[src/rtl/me_pkg.sv]
// Shared widths, limits and state encoding for the reference shift-scan sequencer.
package me_pkg;
  localparam int SHIFT_W = 5;
  localparam int ROW_W   = 7;
  localparam int CNT_W   = 7;

  localparam logic [SHIFT_W-1:0] MAX_SHIFT = '1;

  typedef enum logic [1:0] {
    IDLE,
    LOAD,
    SHIFT,
    DONE
  } state_e;
endpackage

[src/rtl/ref_shift_step_gen.sv]
// Shift-amount counter: advances by step on each accepted cycle, flags when the
// next value would pass MAX_SHIFT, and holds while the consumer stalls.
module ref_shift_step_gen
  import me_pkg::*;
(
  input  logic               clk,
  input  logic               rst,
  input  logic               clear_i,
  input  logic               adv_i,
  input  logic [SHIFT_W-1:0] step_i,
  output logic [SHIFT_W-1:0] value_o,
  output logic               ovf_o
);
  logic [SHIFT_W-1:0] value_q, value_d;
  logic [SHIFT_W:0]   sum;

  // One extra bit so an overshoot is seen instead of wrapping back to a small shift.
  assign sum   = {1'b0, value_q} + {1'b0, step_i};
  assign ovf_o = sum > {1'b0, MAX_SHIFT};

  always_comb begin
    value_d = value_q;
    if (clear_i)             value_d = '0;
    else if (adv_i && !ovf_o) value_d = sum[SHIFT_W-1:0];
  end

  always_ff @(posedge clk or posedge rst) begin
    if (rst) value_q <= '0;
    else     value_q <= value_d;
  end

  assign value_o = value_q;
endmodule

[src/rtl/ref_shift_scan_ctrl.sv]
// Sequencer for the reference shift array: one band load per vertical position,
// then a stepped sweep of the shift amount under ready/valid backpressure.
module ref_shift_scan_ctrl
  import me_pkg::*;
(
  input  logic               clk,
  input  logic               rst,
  input  logic               start,
  input  logic               abort,
  input  logic [ROW_W-1:0]   cfg_row_base,
  input  logic [CNT_W-1:0]   cfg_search_rows,
  input  logic [SHIFT_W-1:0] cfg_shift_step,
  input  logic               out_ready,
  output logic               busy,
  output logic               done,
  output logic               ref_load,
  output logic [ROW_W-1:0]   ref_row_addr,
  output logic [SHIFT_W-1:0] shift_value,
  output logic               shift_valid,
  output logic               last_shift,
  output logic [ROW_W-1:0]   row_idx
);
  state_e             state_q, state_d;
  logic [ROW_W-1:0]   row_q, row_d;
  logic [ROW_W-1:0]   base_q;
  logic [CNT_W-1:0]   rows_q;
  logic [SHIFT_W-1:0] step_q;

  logic               accept, ovf, last_row;
  logic [SHIFT_W-1:0] cnt_value;

  assign accept   = (state_q == SHIFT) && out_ready;
  assign last_row = (row_q == ROW_W'(rows_q - CNT_W'(1)));

  ref_shift_step_gen u_step (
    .clk     (clk),
    .rst     (rst),
    .clear_i (state_q != SHIFT),
    .adv_i   (accept),
    .step_i  (step_q),
    .value_o (cnt_value),
    .ovf_o   (ovf)
  );

  always_comb begin
    state_d = state_q;
    row_d   = row_q;
    if (state_q != IDLE && abort) begin
      state_d = IDLE;
      row_d   = '0;
    end else begin
      case (state_q)
        IDLE: if (start) begin
          state_d = LOAD;
          row_d   = '0;
        end
        LOAD: state_d = SHIFT;
        SHIFT: if (accept && ovf) begin
          if (last_row) state_d = DONE;
          else begin
            row_d   = row_q + ROW_W'(1);
            state_d = LOAD;
          end
        end
        DONE: begin
          state_d = IDLE;
          row_d   = '0;
        end
        default: state_d = IDLE;
      endcase
    end
  end

  always_ff @(posedge clk or posedge rst) begin
    if (rst) begin
      state_q <= IDLE;
      row_q   <= '0;
    end else begin
      state_q <= state_d;
      row_q   <= row_d;
    end
  end

  // Zero-valued fields are stored as 1 so the datapath never sees a degenerate scan.
  always_ff @(posedge clk or posedge rst) begin
    if (rst) begin
      base_q <= '0;
      rows_q <= '0;
      step_q <= '0;
    end else if (state_q == IDLE && start) begin
      base_q <= cfg_row_base;
      rows_q <= (cfg_search_rows == '0) ? CNT_W'(1) : cfg_search_rows;
      step_q <= (cfg_shift_step == '0) ? SHIFT_W'(1) : cfg_shift_step;
    end
  end

  assign busy         = (state_q != IDLE);
  assign done         = (state_q == DONE);
  assign ref_load     = (state_q == LOAD);
  assign ref_row_addr = ref_load ? (base_q + row_q) : '0;
  assign shift_valid  = (state_q == SHIFT);
  assign shift_value  = shift_valid ? cnt_value : '0;
  assign last_shift   = shift_valid && last_row && ovf;
  assign row_idx      = row_q;
endmodule

[config.mk]
export PLATFORM = sky130hd
export DESIGN_NAME = ref_shift_scan_ctrl
export DESIGN_NICKNAME = d
export VERILOG_FILES = /design/src/rtl/me_pkg.sv /design/src/rtl/ref_shift_step_gen.sv /design/src/rtl/ref_shift_scan_ctrl.sv
export SDC_FILE = /design/constraint.sdc
export NUM_CORES = 1
export LEC_CHECK = 0
export ABC_AREA = 1
export BUFFER_PORTS_ARGS = -buffer_cell sky130_fd_sc_hd__buf_2
export CORE_ASPECT_RATIO = 0.75
export CORE_MARGIN = 5
export CORE_UTILIZATION = 50
export DETAILED_ROUTE_END_ITERATION = 7
export PLACE_DENSITY = 0.85
export SYNTH_ARGS = -nofsm -noshare
export SYNTH_HDL_FRONTEND = slang
export SYNTH_HIERARCHICAL = 1
export SYNTH_SLANG_ARGS = --single-unit
[constraint.sdc]
create_clock -name clk -period 2.2 [get_ports clk]
set_input_delay 0.22 -clock clk [delete_from_list [all_inputs] [get_ports clk]]
set_output_delay 0.22 -clock clk [all_outputs]
set_load 0.02 [all_outputs]
Yosys cells after proc, flatten, opt, wreduce, memory -nomap -nowiden

Index checks and enable logic that the tools add are counted.

Output and inout port bits: 24
Bits in latches: 0
Bits in registers: 33
ROM bits: 0
Memories kept: 0
Bits in writable memories: 0
Logic and storage cells: 51
Input bits: 24

Shift-type cells: 0
Magnitude comparators: 1
$add $sub $neg: 4
Reduce and logical (&&, ||, !) cells: 16
Div/mod/pow operators: 0
Equality and inequality tests: 8
Bitwise logic cells: 0
Multiplexer cells: 16
$mul: 0

Operators with widths:

| operator                                                             | number |
|---|---|
| 7-bit two-way mux                                                    | 6 |
| 7-bit case mux with 3 select lines                                   | 1 |
| 5-bit two-way mux                                                    | 4 |
| 2-bit two-way mux                                                    | 4 |
| 2-bit case mux with 4 select lines                                   | 1 |
| 7-bit by 1-bit adder with 7-bit output, second input constant        | 1 |
| 7-bit adder                                                          | 1 |
| 7-bit == test                                                        | 1 |
| 1-bit logical AND                                                    | 7 |
| 7-bit logical NOT                                                    | 1 |
| 7-bit by 1-bit subtractor with 7-bit output, second input constant   | 1 |
| 5-bit by 5-bit adder with 6-bit output                               | 1 |
| 6-bit by 5-bit > comparator with 1-bit output, second input constant | 1 |
| 5-bit logical NOT                                                    | 1 |
| 2-bit == test, second input constant                                 | 2 |
| 4-bit AND reduction                                                  | 1 |
| 2-bit nonzero test                                                   | 2 |
| 4-bit nonzero test                                                   | 1 |
| 3-bit by 1-bit != test with 1-bit output, second input constant      | 1 |
| 3-bit by 2-bit != test with 1-bit output, second input constant      | 1 |
| 3-bit != test, second input constant                                 | 1 |
| 2-bit by 1-bit == test with 1-bit output, second input constant      | 1 |
| 2-bit logical NOT                                                    | 1 |
| 2-bit != test, second input constant                                 | 1 |
| other kinds (2)                                                      | 2 |

Longest topological paths before layout

Depth in word-level cells: 6
Gate-level depth with buffers: 13
Gate-level depth less buffers: 13

Hierarchy

The synthesis kept the hierarchy.

Modules (own cells, without submodules):

| module              | seq. area each (um^2) | cells each | times used | area each (um^2) |
|---|---|---|---|---|
| ref_shift_scan_ctrl | 700.7                 | 266        | 1          | 1,884.3 |
| ref_shift_step_gen  | 125.1                 | 61         | 1          | 449.2 |

Worst setup path before layout

OpenSTA, ideal clock, no wires.

Path kind: reg-to-output
Start point: register row_q[0], in the netlist row_idx[0]
End point: output ref_row_addr[6]
Data arrival time: 1,922 ps
Path slack: 58 ps
Required time: 1,980 ps
Stages on the path, launching flop included: 10
Path buffers: 0
Path through: dfrtp_1 -> ha_1 -> fa_1 -> nand3_1 -> nand3_1 -> nand2_1 -> nand2_1 -> a21oi_1 -> xor2_1 -> nor2_1

Word-level cells in the longest chain between the ends: 2

RTL lines:

| item                   | line                       | source |
|---|---|---|
| from (decl)            | ref_shift_scan_ctrl.sv:24  | `logic [ROW_W-1:0] row_q, row_d;` |
| from (signal assigned) | ref_shift_scan_ctrl.sv:80  | `row_q <= row_d;` |
| 7-bit adder            | ref_shift_scan_ctrl.sv:100 | `assign ref_row_addr = ref_load ? (base_q + row_q) : '0;` |
| 7-bit two-way mux      | ref_shift_scan_ctrl.sv:100 |  |
| to (decl)              | ref_shift_scan_ctrl.sv:17  | `output logic [ROW_W-1:0] ref_row_addr,` |

No other way between the ends.

Final worst setup path

Start point: register base_q[0]
End point: output ref_row_addr[6]

Word-level cells in the longest chain between the ends: 2

RTL lines:

| item                   | line                       | source |
|---|---|---|
| from (decl)            | ref_shift_scan_ctrl.sv:25  | `logic [ROW_W-1:0] base_q;` |
| from (signal assigned) | ref_shift_scan_ctrl.sv:91  | `base_q <= cfg_row_base;` |
| 7-bit adder            | ref_shift_scan_ctrl.sv:100 |  |
| 7-bit two-way mux      | ref_shift_scan_ctrl.sv:100 |  |

No other way between the ends.

==> impl_metrics.csv <==
group,metric,value,unit
worst_setup_path,crit_end,"ref_row_addr[6]",
power_and_ir_drop,power_density,1210,mW/mm2
finish,final_nets,423,
timing,hold_viol_final,0,
job,cap_viol_max_count,0,
floorplan,die_w,88.9,um
timing,period_share,104,%
grt,antenna_found_initial,0,
timing,clock_skew,0.00596,ns
power_and_ir_drop,peakVddDrop,0.704,mV
logic_synthesis,synth_area,0.00233,mm2
timing,fmax,435,MHz
worst_setup_path,reg2reg_setup_slack,0.29,ns
timing,slew_headroom,65.4,%
finish,num-fill-cells,413,
worst_setup_path,cp_slowest_stage_delay,0.41,ns
min_path,hold_start,"cfg_row_base[4]",
timing,setup_viol,2,
worst_setup_path,path_depth,10,
worst_setup_path,start_kind,"flop",
floorplan,die_height,69.2,um
logic_synthesis,synth_area_leader_cell,"dfrtp_1",
logic_synthesis,synth_top_area_share,35.4,%
run_status,violations,"negative setup slack",
route,ant_nets,0,
route,first_pass_iters,5,
floorplan,io_pins,48,
worst_setup_path,timing.rr.end,"row_idx[6]$_DFFE_PP0P_",
logic_synthesis,syn_inst,327,
route,first_iter_violations,190,
timing,min_period,2.30,ns
route,drc_errors,0,
grt,grt_max_degree,29,
clock_tree,numCtsBuffers,5,
clock_tree,cts_tree,"yes",
floorplan,start_util,51.9,%
worst_setup_path,crit_path_end_kind,"output pin",
clock_tree,htree_levels,2,
finish,syn_to_final_growth,20.6,%
logic_synthesis,synth_cell_types,30,
worst_setup_path,r2r_start,"step_q[1]$_DFFE_PP0P_",
worst_setup_path,critical_path.cell_chain,"ha_2, fa_2, nand3_2, nand3_2, nand2_1, nand2_1, a21oi_2, xor2_1, nor2_1, buf_4",
floorplan,rows,21,
worst_setup_path,cp.required,1.98,ns
run_status,outcome,"finished with violations",
route,drt-total-wl,5770,um
finish,drive_gt1_share,23.9,%
clock_tree,clockBufferDepth,2,
grt,track_usage,19.8,%
worst_setup_path,slowest_stage,"dfrtp_1",
power_and_ir_drop,p_leak,1.58,nW
clock_tree,numClockSinks,33,
logic_synthesis,syn-num-nets,366,
logic_synthesis,ys_seq_area_share,35.4,%
logic_synthesis,synthTopCellsByArea,"dfrtp_1 35%, nand2_1 18%, ha_1 7.0%",
worst_setup_path,path_class,"reg -> out",
finish,diodes,0,
logic_synthesis,synth.avg_cell_area,7.14,um2
clock_tree,clock_latency,0.29,ns
worst_setup_path,cp_top_family,"adder cells",
min_path,hp-class,"in -> reg",
grt,grt_remaining_overflow,0,
timing,final-max-slew-violation-count,0,
placement,place.gp.congestion,0.898,
worst_setup_path,cp_num_buf_inv,1,
placement,place_area,0.00266,mm2
route,avgRoutedWirePerCell,13.0,um
logic_synthesis,ys_warn_count,6,
logic_synthesis,synth-async-reset-ratio,100,%
worst_setup_path,startpoint,"base_q[0]$_DFFE_PP0P_",
grt,grt_pass1_wl,9570,um
finish,fin_area,0.00282,mm2
clock_tree,clk_pin_slew_worst_paths,0.07,ns
worst_setup_path,cp_max_fo,3,
floorplan,fp.coreArea,0.00449,mm2
route,viasPerCell,5.14,
timing,tightestPinTransition,0.518,ns
logic_synthesis,synth_seq_cells,33,
timing,fin_tns_setup,-0.102,ns
timing,rsz0062_at_grt,"yes",
worst_setup_path,arrival,2.08,ns
timing,fin_ws,-0.0963,ns
placement,dpl.hpwl,4340,um
route,vias,2270,
placement,io_buffers,47,
worst_setup_path,ff2ff_path_depth,10,
logic_synthesis,synth_edf_count,0,
grt,grt_pass1_vias,2058,
logic_synthesis,synth-main-ff-cell,"dfrtp_1",
clock_tree,cts_root_buf,"clkbuf_8",
floorplan,dieArea,0.00615,mm2
-- area by class of cell --
type	instances	area, um2	share of cell area [%]
tap	57	71.3	2.53
inverter	42	158	5.60
multi-input combinational	248	1370	48.7
sequential	33	827	29.4
clock buffer	6	82.6	2.93
timing repair buffer	54	293	10.4
clock inverter	2	13.8	0.489
-- cells in the mapped netlist, drive strengths merged, types with 2 or more instances --
library cell,n
nor4,2
nor3,2
nand2,116
dfrtp,33
xnor2,5
nand4,7
fa,2
clkbuf,2
nor3b,2
a21oi,13
o21ai,9
xor2,6
nand3,23
nor2,45
buf,2
inv,41
ha,13
-- metal layers --
metal	GRT usage [%]	vias up	share of wire, %
met5	0	-	0
met4	6.71	0	1.4
met3	3.69	9	9.7
met2	29.0	116	43
met1	29.2	998	46
li1	-	1147	-
-- state kept, by name (all words and copies together), names as in the netlist --
name            cells
step_q              5
state_q             2
rows_q              7
row_idx             7
u_step/value_o      5
base_q              7
-- worst register-to-register path, cell delays in order (launching register included) --
cell and delay (ns):
dfrtp_1 0.46, ha_1 0.34, nand2_1 0.06, nand2_1 0.10, nand3_2 0.10, nand2_1 0.09, a21oi_1 0.11, nor2_4 0.24
nand3_4 0.16, nand2_1 0.09, nand2_1 0.05
-- how the worst min path moves through the flow --
stage                                    endpoint  slack [ns]  depth (start not counted)
finish                      base_q[4]$_DFFE_PP0P_        0.13                          3
CTS                         base_q[4]$_DFFE_PP0P_        0.13                          3
global placement    u_step/value_o[0]$_DFFE_PP0P_        0.14                          2
global route                base_q[3]$_DFFE_PP0P_        0.13                          3
floorplan           u_step/value_o[0]$_DFFE_PP0P_      -0.001                          1
detailed placement  u_step/value_o[0]$_DFFE_PP0P_        0.14                          2
-- cells by family (layout without fill, tap and decap cells) --
logic type	after synthesis	count (layout)	share of synthesized area, %
AO/OA/AOI/OAI	23	23	5.15
XOR/XNOR	11	11	4.13
adder cells (fa/ha/maj)	15	15	8.69
buffers and inverters	46	104	7.56
flip-flops	33	33	35.4
AND/OR/NAND/NOR	199	199	39.1
-- through the flow --
stage / hold WS [ns] / std cells / util [%] / power [mW] / setup slack, ns
after global placement: 0.139 / 432 / 59.2 / 2.76 / 0.218
after CTS: 0.126 / 441 / 62.0 / 3.35 / -0.0140
after floorplan: -0.00148 / 327 / - / 2.37 / 0.0577
after global routing: 0.134 / 442 / 62.7 / 3.71 / -0.175
after detailed placement: 0.140 / 432 / 59.2 / 2.83 / 0.167
final: 0.130 / 442 / 62.7 / 3.41 / -0.0963
-- timing repair --
action	4_1_cts	5_1_grt
hold buffers	1	0
endpoints found under the hold margin	5	0
buffers inserted	0	1
resized for setup	6	4
endpoints found under the setup margin	1	3
pin swaps	0	1
-- cell usage in the layout (no fill, tap or decap), drive strengths merged, types with 2 or more instances in the layout --
master  synthesis  layout
fa              2       2
ha             13      13
xnor2           5       5
nor2           45      45
clkbuf          2       6
buf             2      53
clkinv          1       3
dfrtp          33      33
inv            41      41
a21oi          13      13
xor2            6       6
o21ai           9       9
nor3b           2       2
nor4            2       2
nand4           7       7
nand3          23      23
nand2         116     116
nor3            2       2
-- report_power, final --
| part | total [mW] | switching [mW] | internal [mW] | leakage, nW |
|---|---|---|---|---|
| Combinational | 1.85 | 1.19 | 0.659 | 1.10 |
| Sequential | 1.07 | 0.228 | 0.840 | 0.423 |
| Clock | 0.490 | 0.236 | 0.254 | 0.0512 |
Power figures use the tool's default switching activity.
